$ cat src/rtl/prio_select_reg.sv
// Registered NCH-way priority selector with a one-entry valid/ready output stage.
// Optional `PRIO_SELECT_GRANT_CNT_EN adds a saturating 16-bit grant counter port.
module prio_select_reg #(
   parameter int WIDTH     = 1,
   parameter int NCH       = 3,
   parameter bit LAST_WINS = 1'b0,
   localparam int SRCW     = (NCH > 1) ? $clog2(NCH) : 1
) (
   input  logic                 clk,
   input  logic                 rst_n,
   input  logic [NCH*WIDTH-1:0] in_data,
   input  logic [NCH-1:0]       in_valid,
   output logic [NCH-1:0]       in_ready,
   output logic [WIDTH-1:0]     out_data,
   output logic [SRCW-1:0]      out_src,
   output logic                 out_valid,
   input  logic                 out_ready
`ifdef PRIO_SELECT_GRANT_CNT_EN
  ,output logic [15:0]          grant_cnt
`endif
);

   logic [SRCW-1:0]  sel;
   logic [WIDTH-1:0] win_data;
   logic             any;
   logic             can_load;
   logic             load;

   logic [WIDTH-1:0] data_q, data_d;
   logic [SRCW-1:0]  src_q, src_d;
   logic             vld_q, vld_d;

   // Scan order makes the last valid channel visited the winner.
   function automatic int scan_idx(input int i);
      return (LAST_WINS && NCH > 1) ? i : NCH - 1 - i;
   endfunction

   always_comb begin
      sel      = '0;
      win_data = '0;
      for (int i = 0; i < NCH; i++) begin
         if (in_valid[scan_idx(i)]) begin
            sel      = SRCW'(scan_idx(i));
            win_data = in_data[scan_idx(i)*WIDTH +: WIDTH];
         end
      end
   end

   assign any      = |in_valid;
   assign can_load = !vld_q || out_ready;
   assign load     = can_load && any;

   always_comb begin
      in_ready = '0;
      if (load) begin
         in_ready = NCH'(1) << sel;
      end
   end

   always_comb begin
      data_d = data_q;
      src_d  = src_q;
      vld_d  = vld_q;
      if (load) begin
         data_d = win_data;
         src_d  = sel;
         vld_d  = 1'b1;
      end else if (vld_q && out_ready) begin
         vld_d  = 1'b0;
      end
   end

   always_ff @(posedge clk or negedge rst_n) begin
      if (!rst_n) begin
         data_q <= '0;
         src_q  <= '0;
         vld_q  <= 1'b0;
      end else begin
         data_q <= data_d;
         src_q  <= src_d;
         vld_q  <= vld_d;
      end
   end

   assign out_data  = data_q;
   assign out_src   = src_q;
   assign out_valid = vld_q;

`ifdef PRIO_SELECT_GRANT_CNT_EN
   logic [15:0] cnt_q, cnt_d;

   always_comb begin
      cnt_d = cnt_q;
      if (load && cnt_q != 16'hFFFF) begin
         cnt_d = cnt_q + 16'd1;
      end
   end

   always_ff @(posedge clk or negedge rst_n) begin
      if (!rst_n) begin
         cnt_q <= '0;
      end else begin
         cnt_q <= cnt_d;
      end
   end

   assign grant_cnt = cnt_q;
`endif

endmodule

$ cat config.mk
export PLATFORM = sky130hd
export DESIGN_NAME = prio_select_reg
export DESIGN_NICKNAME = d
export VERILOG_FILES = /design/src/rtl/prio_select_reg.sv
export SDC_FILE = /design/constraint.sdc
export NUM_CORES = 1
export LEC_CHECK = 0
export CAP_MARGIN = 20
export CORE_AREA = 10 10 47 49
export DETAILED_ROUTE_END_ITERATION = 10
export DIE_AREA = 0 0 57 59
export PLACE_DENSITY = 0.48
export SLEW_MARGIN = 20
export SYNTH_ARGS = -nofsm -noshare
export SYNTH_HDL_FRONTEND = slang
export SYNTH_SLANG_ARGS = --single-unit
$ cat constraint.sdc
create_clock -name clk -period 3.3 [get_ports clk]
set_clock_uncertainty 0.15 [all_clocks]
set_input_delay 0.66 -clock clk [delete_from_list [all_inputs] [get_ports clk]]
set_output_delay 0.66 -clock clk [all_outputs]
set_load 0.1 [all_outputs]
======== Word-level counts from Yosys, hierarchy flattened ========
Index checks and enable logic that the tools add are counted.
storage, ports and cells
  input bits .............................. 9
  logic and storage cells ................. 19
  bits in registers ....................... 4
  output and inout bits ................... 7
cells by class
  shift operators ......................... 1
  mux-type cells .......................... 9
  reductions and logical operators ........ 6
operator list
  operator               count
  $mux W2                3
  $mux W1                5
  $mux W3                1
  $reduce_or A3 Y1       1
  $shl A1 B2 Y3 const A  1
  $logic_and A1 B1 Y1    2
  $reduce_bool A2 Y1     1
  $logic_not A1 Y1       1
  $logic_or A1 B1 Y1     1

======== Longest topological paths before layout ========
  word-level depth ........................ 5
  mapped depth ............................ 3
  mapped depth without buffers ............ 3

======== Worst setup path before layout ========
Ideal clock, no wire load.
  kind .................................... flip-flop to output port
  start point ............................. reg vld_q, in the netlist out_valid
  end point ............................... out in_ready[2]
  required time ........................... 2.490 ns
  slack ................................... -0.763 ns
  arrival ................................. 3.253 ns
  stages on the path, launching flop included .. 3
  cell sequence ........................... dfrtp_1 nor2b_1 nor3b_1
between the ends
  longest elaborated chain between the ends .. 4
RTL lines
  item                      RTL line  source
  start: declaration        31        logic vld_q, vld_d;
  start signal: assignment  81        vld_q <= vld_d;
  $logic_not A1 Y1          50        assign can_load = !vld_q || out_ready;
  $logic_or A1 B1 Y1        50
  $logic_and A1 B1 Y1       51        assign load = can_load && any;
  $mux W3                   55        if (load) begin
  end: declaration          13        output logic [NCH-1:0] in_ready,
No other way between the ends.

======== Final worst setup path ========
  start point ............................. in in_valid[1]
  end point ............................... out in_ready[2]
between the ends
  longest elaborated chain between the ends .. 4
  elaborated cells between the ends (all ways) .. 6
  those cells by class .................... shift (1); mux (3); reduce/logical (2)
RTL lines
  item                  RTL line  source
  start: declaration    12        input logic [NCH-1:0] in_valid,
  $mux W2 (2 in a row)  42        if (in_valid[scan_idx(i)]) begin
  $shl A1 B2 Y3         56        in_ready = NCH'(1) << sel;
  $mux W3 (*)           55
Every way passes the cells marked *; elsewhere a longest branch is shown, timed or not.

==> metrics.cfg <==
[timing]
hold_viol=0
post-route-period-util_pct=81.6
relSlewSlack_pct=81.4
period_needed_ps=2690
tightestPinTransition_ps=281
fin_tns_setup_ps=0
max_freq_mhz=371
drv_slew=0
setup_viol=0
rsz0062_at_grt=false

[logic_synthesis]
synth_area_leader_cell=dfrtp_1
avgSynthCellArea_um2=9.28
yosys-top-cells-area=dfrtp_1 45%, a21oi_1 11%, nor2b_1 8.4%, mux2_1 5.1%, o21ai_2 3.9%
seq_area_frac_synth_pct=44.9
syn-instance-count=24
synth.distinct_cells=14
ys_ff_latch=4
syn_nets=33
synth.cell_area_um2=223
synth_top_area_share_pct=44.9
ys_warn_count=0

[finish]
final_cell_mix=8 x clkdlybuf4s50_1, 5 x a21oi_1, 4 x dfrtp_1, 4 x buf_4
final_cell_area_um2=440
nFillCells=162
num-nets-final=53
num_antenna_cells=0
drive_gt1_share_pct=31.0
area_growth_pct=97.8
final_common_cell=clkdlybuf4s50_1

[detailed_routing]
wl_met1_um=253
postRouteWirelength_um=723
drtIter0Drc=2
drc=0
wl_per_cell_um=12.5
dr_wl_met3_um=86
ant_nets=0
wl_met2_um=382
vias=231
routed_via_density=3.98
first_pass_iters=3
route.top_layer_used=met3

[clocking]
clockBufferDepth=2
htreeDepth=1
insertion_delay_ps=230
cts_tree=built
holdBufCountCts=0
cts_setup_buffers=0
clkSinkCount=4
cts-resized-gates=0
numCtsBuffers=3
cts-root-buf=clkbuf_4
clkTransAtPathRegs_ps=40

[global_routing]
grtUsageTotal_pct=4.76
grt_antenna_before_repair=0
grt_pass1_wl_mm=1.22
grt_max_degree=7
grt_pass1_vias=278
gr-total-overflow=0

[floorplanning]
die_area_um2=3360
die_w_um=57
start_util_pct=15.9
core_area_um2=1400
rows=14
ios=16
die_y_um=59

[setup_path]
cp_cell_sequence=clkdlybuf4s50_1, or2_4, nor3b_2, buf_12
start_kind=input pin
cp-end-kind=output port
critical_path.top_delay_family=buffers and inverters
crit_arrival_ps=1880
critical_path_class=input pin to output port
cpMaxStageDelayCell=clkdlybuf4s50_1
worstPathMaxFanout=5
cp.required_ps=2490
crit_buf_inv=2
slowest_delay_ps=480

[placement]
globalplace.congestion=0.678
dp_hpwl_um=618
io_buffers=15
place_area_um2=418

[outcome]
status=finished clean

[power_and_ir_drop]
power.density_nw_per_um2=479
leakage_nw=0.178
worst_ir_drop_vdd_mv=0.212

[min_path]
min_path_type=register to register

[flow_run]
drv_cap=0

## synthesized netlist by cell type
cell type  n
a21oi_1    5
dfrtp_1    4
nor2b_1    3
nand2_1    2
and2_1     1
mux2_1     1
nand2b_1   1
nand3b_1   1
nor2_1     1
nor3b_1    1
o21ai_0    1
o21ai_2    1
or2_4      1
or3_1      1
## routing by layer
layer  track usage, %  vias to the layer above
li1                 -                      121
met1             4.06                      100
met2             7.44                       10
met3             2.79                        0
met4             5.03                        0
met5                0                        -
## stage by stage
stage                     hold WS (ps)  std cells  setup WS [ps]  utilization, %  power (W)
after floorplan                    214         24           99.1               -   0.000121
after global placement             334         55            606            29.8   0.000153
after detailed placement           345         55            603            29.8   0.000153
after CTS                          354         58            597            31.4   0.000217
after global routing               384         58            561            31.4   0.000221
final                              344         58            606            31.4   0.000211
## logic make-up after synthesis
kind of cell,count (synthesis),synth area share [%]
AOI/OAI and AO/OA,7,17.4
and+or+nand+nor,12,32.6
DFF,4,44.9
muxes,1,5.06
## power breakdown
part           leakage [nW]   total, W  internal (W)  switching [W]
logic                 0.118  0.0000940     0.0000284      0.0000656
registers            0.0462  0.0000574     0.0000545     0.00000289
clock network        0.0138  0.0000594     0.0000406      0.0000188
total                 0.178   0.000211      0.000124      0.0000873
## flip-flops by register name, summed over array words and instances (netlist names)
register   flops
out_src        2
out_data       1
out_valid      1
## area by class of cell
class | count | area (µm²) | share of cell area [%]
well taps | 16 | 20.0 | 4.55
repair buffers | 15 | 170 | 38.6
clock buffers | 3 | 22.5 | 5.11
flip-flops and latches | 4 | 100 | 22.7
multi-input cells | 20 | 128 | 29.0
## final timing paths
kind	cells after the start	slack, ps	end	from
worst max-delay path	4	610	in_ready[2]	in_valid[1]
worst min-delay path	1	340	out_data	out_data
worst max register to register	3	2070	out_data	out_valid
worst min register to register	1	340	out_data	out_data
max in group asynchronous	1	2360	out_src[0]	rst_n
min in group asynchronous	1	480	out_data	rst_n
Power figures use the tool's default switching activity.
